**src/rtl/debug_reg_dump.sv**
```systemverilog
// Walks the register file debug read port and streams every word to the UART TX channel, LSB byte first.
// Each register costs one LOAD cycle plus one cycle per accepted byte; a stalled byte holds data/valid until accepted.
module debug_reg_dump #(
   parameter int NB_DATA  = 32,
   parameter int NB_REG   = 5,
   parameter int SIZE_REG = 32,
   parameter int NB_BYTE  = 8
) (
   input  logic               i_clk,
   input  logic               i_reset,
   input  logic               i_start,
   output logic [NB_REG-1:0]  o_address_read_debug,
   input  logic [NB_DATA-1:0] i_data_read_debug,
   output logic [NB_BYTE-1:0] o_tx_data,
   output logic               o_tx_valid,
   input  logic               i_tx_ready,
   output logic               o_busy,
   output logic               o_done
);

   localparam int N_BYTES = NB_DATA / NB_BYTE;
   localparam int NB_IDX  = (N_BYTES > 1) ? $clog2(N_BYTES) : 1;
   localparam logic [NB_REG-1:0] LAST_ADDR = NB_REG'(SIZE_REG - 1);
   localparam logic [NB_IDX-1:0] LAST_BYTE = NB_IDX'(N_BYTES - 1);

   typedef enum logic [1:0] {
      IDLE = 2'd0,
      LOAD = 2'd1,
      SEND = 2'd2,
      DONE = 2'd3
   } state_t;

   state_t             state;
   logic [NB_DATA-1:0] shift_reg;
   logic [NB_IDX-1:0]  byte_idx;

   // The outgoing byte is the low end of the shift register, so it is registered by construction.
   assign o_tx_data = shift_reg[NB_BYTE-1:0];

   always_ff @(posedge i_clk) begin
      if (i_reset) begin
         state                <= IDLE;
         shift_reg            <= '0;
         byte_idx             <= '0;
         o_address_read_debug <= '0;
         o_tx_valid           <= 1'b0;
         o_busy               <= 1'b0;
         o_done               <= 1'b0;
      end else begin
         o_done <= 1'b0;
         case (state)
            IDLE: begin
               if (i_start) begin
                  o_address_read_debug <= '0;
                  o_busy               <= 1'b1;
                  state                <= LOAD;
               end
            end
            LOAD: begin
               shift_reg  <= i_data_read_debug;
               byte_idx   <= '0;
               o_tx_valid <= 1'b1;
               state      <= SEND;
            end
            SEND: begin
               if (o_tx_valid && i_tx_ready) begin
                  shift_reg <= shift_reg >> NB_BYTE;
                  if (byte_idx == LAST_BYTE) begin
                     byte_idx   <= '0;
                     o_tx_valid <= 1'b0;
                     if (o_address_read_debug == LAST_ADDR) begin
                        o_done <= 1'b1;
                        state  <= DONE;
                     end else begin
                        o_address_read_debug <= o_address_read_debug + 1'b1;
                        state                <= LOAD;
                     end
                  end else begin
                     byte_idx <= byte_idx + 1'b1;
                  end
               end
            end
            DONE: begin
               o_busy <= 1'b0;
               state  <= IDLE;
            end
            default: state <= IDLE;
         endcase
      end
   end

endmodule

```
**config.mk**
```make
export PLATFORM = sky130hd
export DESIGN_NAME = debug_reg_dump
export DESIGN_NICKNAME = d
export VERILOG_FILES = /design/src/rtl/debug_reg_dump.sv
export SDC_FILE = /design/constraint.sdc
export NUM_CORES = 1
export LEC_CHECK = 0
export CAP_MARGIN = 40
export CORE_ASPECT_RATIO = 1.5
export CORE_MARGIN = 4
export CORE_UTILIZATION = 53
export CTS_CLUSTER_DIAMETER = 40
export DETAILED_ROUTE_END_ITERATION = 8
export GPL_ROUTABILITY_DRIVEN = 0
export PLACE_DENSITY_LB_ADDON = 0.15
export SYNTH_ARGS = -nofsm -noshare
export SYNTH_HDL_FRONTEND = slang
export SYNTH_SLANG_ARGS = --single-unit
```
**constraint.sdc**
```tcl
create_clock -name i_clk -period 3.9 [get_ports i_clk]
set_input_delay 0.78 -clock i_clk [delete_from_list [all_inputs] [get_ports i_clk]]
set_output_delay 0.78 -clock i_clk [all_outputs]
set_load 0.05 [all_outputs]
```
# == Yosys cells after proc, flatten, opt, wreduce, memory -nomap -nowiden ==
# Index checks and enable logic that the tools add are counted.
# totals
regBits,44
out_inout_bits,16
latch_bits,0
inputBits,36
mem_count,0
rom_bits,0
mem_bits_rw,0
# classes
n_div,0
reduce_logical,11
mux,21
shifts,0
n_eq_ne,9
n_addsub,2
magnitude_cmp,0
n_mul,0
bitwise_logic,3
# op_table
cell,count
case mux 32 bit (2 select lines),1
2-to-1 mux 32 bit,1
2-to-1 mux 5 bit,4
2-to-1 mux 2 bit,6
case mux 5 bit (2 select lines),1
!= test 2 bit (second input constant),4
case mux 2 bit (4 select lines),1
== test 2 bit (second input constant),3
AND reduction 3 bit,2
nonzero test 2 bit,3
adder 5 x 1 -> 5 bit (second input constant),1
== test 5 bit (second input constant),1
AND reduction 5 bit,1
2-to-1 mux 1 bit,4
case mux 1 bit (2 select lines),2
case mux 2 bit (2 select lines),1
AND reduction 2 bit,2
OR reduction 4 bit,1
NOT 1 bit,3
adder 2 x 1 -> 2 bit (second input constant),1
== test 2 x 1 -> 1 bit (second input constant),1
zero test 2 bit,1
logical AND 1 bit,1

# == Depth between registers and ports, before layout ==
# Gate-level depths: netlist of the first run.
# depth
depth_word,5
mapped_depth,6
mapped_depth_nobuf,6

# == Worst setup path before layout of the first run ==
# OpenSTA, ideal clock, no wires.
# synth_timing
path_kind,reg2reg
startpoint,register o_address_read_debug[0]
endpoint,register o_address_read_debug[0]
t_arrival_ns,1.889
path_slack_ns,1.890
path_buffers,0
setup_ns,0.121
stages_incl_launch_ff,7
required_ns,3.779
synth_period_minus_slack_ns,2.010
path_cell_list,dfxtp_1 ha_1 and3_1 ha_1 nand4b_1 o221a_1 mux2_2
# synth_via
elab_chain_cells,5
elab_cells_between_ends,8
classes_between,add/sub: 1; eq/ne: 2; mux: 4; reduce/logical: 1
# synth_rtl
element,line_no,text
"start, declared",12,"output logic [NB_REG-1:0] o_address_read_debug,"
"start signal, assigned",75,o_address_read_debug <= o_address_read_debug + 1'b1;
adder 5 x 1 -> 5 bit,75,
2-to-1 mux 5 bit,71,if (o_address_read_debug == LAST_ADDR) begin
2-to-1 mux 5 bit,68,if (byte_idx == LAST_BYTE) begin
2-to-1 mux 5 bit,66,if (o_tx_valid && i_tx_ready) begin
case mux 5 bit (2 select lines),51,case (state)
# Several ways; a longest one is shown, not always the timed one. The select of a mux whose other input is x is not followed.
# A chain may end at the register's enable or synchronous reset.

# == Final worst setup path of the first run ==
# layout_timing
startpoint,register o_tx_valid
endpoint,output port o_tx_valid
# layout_lines
element,line_no,text
"start, declared",15,"output logic o_tx_valid,"
"start signal, assigned",46,o_tx_valid <= 1'b0;
"start signal, assigned",62,o_tx_valid <= 1'b1;
"start signal, assigned",70,o_tx_valid <= 1'b0;
# No word-level cell between the ends.

==> results.cfg, run 1 <==
[sta]
setup_violations = 0
clock_skew_ps = 5.45
grt_setup_unrepaired = false
fin_crit_sh_pct = 64.2
finalHoldViolCount = 0
timing.slew.headroom_pct = 38.9
timing.final.crit_period_ps = 2500
fmax_mhz = 399
tns_ps = 0
maxSlewViolCount = 0
hold_slack_ps = 473
fin_ws_ps = 1400
worstMarginPinSlew_ps = 912

[cells_and_area]
nFillCells = 355
final_common_cell = nand2_1
largest_reg_flops = 32
num-nets-final = 318
num_antenna_cells = 0
drive_gt1_share_pct = 12.2
area_growth_pct = 20.5
layout_common_cells = nand2_1 (56), clkdlybuf4s50_1 (50), dfxtp_1 (44)
seqCellArea_um2 = 881
multi_input_area_mm2 = 0.00113

[logic_synthesis]
syn_nets = 288
synthCells = 249
synth_area_leaders = dfxtp_1 (39%), a311oi_2 (13%), nand2_1 (9.4%)
ys_seq_elements = 44
async_reset_ff_share_pct = 0
yosysWarnings = 0
yosys.area.top_type = dfxtp_1
ys.flop_type = dfxtp_1
synth_cell_types = 36
synth-seq-area-share_pct = 39.4
synth_edf_count = 0
synth.avg_cell_area_um2 = 8.99
syn_area_mm2 = 0.00224
synth_top_area_share_pct = 39.4

[hold_path]
hold_path_class = reg -> reg

[pwr]
p_comb_share_pct = 21.3
clkPwrFrac_pct = 27.4
vdd_drop_max_mv = 0.338
switching_share_pct = 28.8
power_switching_uw = 280
total_leakage_power_uw = 0.000969
p_int_uw = 693
p_per_area_mw_per_mm2 = 361
seqPwrFrac_pct = 51.3

[global_routing]
track_usage_pct = 18.8
antenna_found_initial = 0
overflow = 0
grt_max_degree = 27
grt_pass1_vias = 1760
grt_pass1_wl_um = 7800

[critical_path]
regToRegSetupSlack_ps = 1740
cpPeakStageDelay_ps = 880
cp.arrival_ps = 1720
crit_chain = clkdlybuf4s50_1
cp_max_fo = 11
cp.depth = 1
worstReg2RegEnd = shift_reg[6]
reg2reg_from = state[0]
cp_slowest_cell = clkdlybuf4s50_1
reg2regPathDepth = 4
crit_buf_inv = 1
end_kind = output port
start_kind = flop
endpoint = o_tx_valid
path_delay_family = buffers and inverters
path_class = reg -> out
cp-startpoint = o_tx_valid
cp.required_ps = 3120

[clock_tree]
postCtsResizedCells = 0
clock-sinks = 44
clk-insertion-delay-late_ps = 290
cts_hold_buf = 0
clk_pin_slew_ps = 80
post_cts_buffers = 0
cts_max_level = 2
root_buffer = clkbuf_8
tritoncts = built
cts_buffer_depth = 2
numCtsBuffers = 5

[routing]
drt.antenna.violating_nets = 0
drcViolationCount = 0
vias = 1864
routedWlPerCell_um = 14.6
via_per_inst = 5.75
routed_wl_um = 4720
dr.pass1.iters = 4
drt_iter0_drc = 68

[floorplan]
rows = 28
start_util_pct = 55.6
boundaryPins = 52
dieArea_mm2 = 0.00535
fp.coreArea_mm2 = 0.00403
fp.dieH_um = 87.6
dieWidth_um = 61.1

[run]
maxCapViolCount = 0

[placement]
dp_slack_ps = 1500
dp_hpwl_um = 3180
io_buffers = 51

[status]
status = finished clean
-- logic make-up after synthesis --
| kind of cell | synth area share, % |
|---|---|
| flops | 39.4 |
| fa+ha+maj | 1.68 |
| compound gates | 21.7 |
| buf+inv | 10.2 |
| mux | 0.503 |
| simple gates | 26.6 |
-- power by group through the flow --
stage	registers, uW	clock network (uW)	logic, uW
detailed placement	509	0	209
global route	503	288	225
finish	499	267	208
floorplan	508	0	155
global placement	509	0	203
CTS	499	275	210
-- per-layer routing --
| metal | vias up | GRT usage [%] | part of all wire [%] |
|---|---|---|---|
| li1 | 953 | - | - |
| met1 | 873 | 22.9 | 43 |
| met2 | 34 | 32.2 | 52 |
| met3 | 4 | 4.42 | 4.3 |
| met4 | 0 | 5.33 | 0.72 |
| met5 | - | 0 | 0 |
-- how the worst min path moves through the flow --
stage,slack [ps],start,endpoint,depth (start not counted)
3_3_place_gp,460,shift_reg[24],shift_reg[24],2
5_1_grt,490,shift_reg[31],shift_reg[31],2
4_1_cts,470,shift_reg[28],shift_reg[28],2
2_1_floorplan,450,shift_reg[24],shift_reg[24],2
6_report,470,shift_reg[31],shift_reg[31],2
3_5_place_dp,460,shift_reg[28],shift_reg[28],2
-- final cells by class --
class,count,share of cell area [%]
multi-input combinational,172,41.9
sequential,44,32.7
timing repair buffer,55,20.3
clock buffer,6,2.69
tap,45,2.09
clock inverter,1,0.186
inverter,1,0.139
-- worst reg2reg max path, delay by kind of cell (launching register included) --
kind            cells  cell delay [ps]
flops               1              580
compound gates      1              240
buf+inv             1              330
simple gates        2              910
-- cells in the mapped netlist, types with 2 or more instances --
| cell | instances |
|---|---|
| nand2_1 | 56 |
| a31oi_1 | 4 |
| nand3b_1 | 3 |
| a311oi_2 | 19 |
| and3_1 | 4 |
| buf_6 | 3 |
| ha_1 | 3 |
| nand3_1 | 11 |
| nor2b_1 | 3 |
| buf_1 | 2 |
| nand2b_1 | 4 |
| buf_8 | 2 |
| a311oi_1 | 5 |
| a22o_1 | 2 |
| a21oi_1 | 13 |
| dfxtp_1 | 44 |
| buf_2 | 12 |
| buf_4 | 12 |
| and4b_1 | 3 |
| nor2_1 | 2 |
| nor3_1 | 27 |
-- through the flow --
step | cell area [um^2] | cells | util, % | total power [uW]
finish | 2700 | 324 | 66.9 | 974
detailed placement | 2620 | 317 | 65.0 | 718
floorplan | 2240 | 249 | - | 663
global placement | 2590 | 315 | 64.3 | 712
CTS | 2700 | 324 | 66.9 | 984
global route | 2700 | 324 | 66.9 | 1020
Note: power is estimated with default switching activity, not from simulation.
==> inputs of run 2 (changes only) <==
--- a/config.mk
+++ b/config.mk
@@ -8,7 +8,7 @@
 export CAP_MARGIN = 40
 export CORE_ASPECT_RATIO = 1.5
 export CORE_MARGIN = 4
-export CORE_UTILIZATION = 53
+export CORE_UTILIZATION = 50
 export CTS_CLUSTER_DIAMETER = 40
 export DETAILED_ROUTE_END_ITERATION = 8
 export GPL_ROUTABILITY_DRIVEN = 0
==> constraint.sdc (replaced) <==
create_clock -name i_clk -period 2.35 [get_ports i_clk]
set_input_delay 0.47 -clock i_clk [delete_from_list [all_inputs] [get_ports i_clk]]
set_output_delay 0.47 -clock i_clk [all_outputs]
set_load 0.05 [all_outputs]
==> results.cfg, run 2 (synthesized netlist as in run 1, its figures left out) <==
[status]
status = finished clean

[critical_path]
end_kind = output port
reg2regPathDepth = 6
cp_max_fo = 4
crit_buf_inv = 1
cp.required_ps = 1880
path_class = reg -> out
cpPeakStageDelay_ps = 830
crit_chain = clkdlybuf4s50_1
worstReg2RegEnd = o_address_read_debug[0]
start_kind = flop
reg2reg_from = o_address_read_debug[0]
regToRegSetupSlack_ps = 440
cp_slowest_cell = clkdlybuf4s50_1
cp.arrival_ps = 1500
path_delay_family = buffers and inverters

[clock_tree]
clk_pin_slew_ps = 80
tritoncts = built
cts_hold_buf = 0
post_cts_buffers = 0
root_buffer = clkbuf_8
clock-sinks = 44
numCtsBuffers = 5
cts_max_level = 2
cts_buffer_depth = 2
postCtsResizedCells = 0
clk-insertion-delay-late_ps = 290

[hold_path]
holdPathStages = 2
hold_end = o_busy
hp-start = i_reset
hold_path_class = in -> reg

[pwr]
p_int_uw = 1190
seqPwrFrac_pct = 50.1
switching_share_pct = 27.7
clkPwrFrac_pct = 28.7
p_comb_share_pct = 21.2
power_switching_uw = 457
vdd_drop_max_mv = 0.351
total_leakage_power_uw = 0.000983
p_per_area_mw_per_mm2 = 604

[routing]
routed_wl_um = 4620
vias = 1847
dr.pass1.iters = 4
via_per_inst = 5.63
drt_iter0_drc = 147
drcViolationCount = 0
routedWlPerCell_um = 14.1
drt.antenna.violating_nets = 0

[sta]
clock_skew_ps = 3.53
timing.slew.headroom_pct = 61.4
worstMarginPinSlew_ps = 579
grt_setup_unrepaired = false
setup_violations = 0
fin_crit_sh_pct = 83.9
fmax_mhz = 507
finalHoldViolCount = 0
tns_ps = 0
maxSlewViolCount = 0
timing.final.crit_period_ps = 1970

[cells_and_area]
finish.instance_area_mm2 = 0.00273
drive_gt1_share_pct = 12.8
num-nets-final = 320
largest_reg_flops = 32
num_antenna_cells = 0
area_growth_pct = 21.8
final_common_cell = nand2_1
nFillCells = 401
layout_common_cells = nand2_1 (56), clkdlybuf4s50_1 (50), dfxtp_1 (44)
post-route-util_pct = 63.7

[floorplan]
fp.coreArea_mm2 = 0.00428
fp.dieH_um = 89.9
boundaryPins = 52
dieArea_mm2 = 0.00563
rows = 29
dieWidth_um = 62.6
start_util_pct = 52.3

[run]
maxCapViolCount = 0

[placement]
placed_cell_area_mm2 = 0.00264
dp_hpwl_um = 3100
io_buffers = 51

[global_routing]
antenna_found_initial = 0
overflow = 0
grt_pass1_vias = 1743
track_usage_pct = 16.9
grt_pass1_wl_um = 7850
grt_max_degree = 36
==> run 2: changes by cell type in the layout (fill, tap and decap cells not counted), sizes merged <==
| cell | previous run | this run |
|---|---|---|
| buf | 5 | 7 |
| clkbuf | 6 | 8 |
| clkinv | 1 | 0 |
==> run 2: cell type report <==
type	count	area, um^2	area share, %
multi-input combinational	172	1130	41.5
sequential	44	881	32.3
clock buffer	8	90.1	3.30
inverter	1	3.75	0.138
timing repair buffer	57	563	20.7
tap	46	57.6	2.11
==> run 2: power by group through the flow <==
stage | clock network, uW | logic, uW | registers (uW)
after floorplan | 0 | 258 | 843
after detailed placement | 0 | 351 | 843
after CTS | 490 | 352 | 826
final | 474 | 349 | 825
after global placement | 0 | 348 | 842
after global routing | 521 | 377 | 833
==> run 2: how the worst max path moves through the flow <==
stage                             from                 endpoint  slack, ps  cells after the start
4_1_cts        o_address_read_debug[0]  o_address_read_debug[0]        360                      1
6_report       o_address_read_debug[0]  o_address_read_debug[0]        380                      1
3_3_place_gp                i_tx_ready             shift_reg[8]        300                      4
2_1_floorplan  o_address_read_debug[0]  o_address_read_debug[0]        340                      6
5_1_grt                       state[1]             shift_reg[4]        320                      3
3_5_place_dp                i_tx_ready             shift_reg[9]        250                      4
==> run 2: routing by layer <==
| layer | global-route usage [%] | vias up | part of all wire, % |
|---|---|---|---|
| met4 | 6.08 | 0 | 1.4 |
| met2 | 29.5 | 44 | 50 |
| met1 | 19.6 | 839 | 44 |
| li1 | - | 958 | - |
| met3 | 4.49 | 6 | 4.6 |
| met5 | 0 | - | 0 |
==> run 2: metrics by stage <==
| stage | hold slack (ps) | setup WS (ps) | std cells | power, uW |
|---|---|---|---|---|
| 3_5_place_dp | 460 | 249 | 320 | 1190 |
| 6_report | 443 | 377 | 328 | 1650 |
| 3_3_place_gp | 460 | 296 | 320 | 1190 |
| 2_1_floorplan | 448 | 340 | 249 | 1100 |
| 5_1_grt | 457 | 315 | 328 | 1730 |
| 4_1_cts | 440 | 358 | 328 | 1670 |
==> run 2: worst register-to-register path, stage by stage, from the launching register on <==
cell and delay, ps:
dfxtp_1 340, ha_1 220, and3_1 200, ha_1 210
nand4b_1 250, o221a_1 320, mux2_2 270
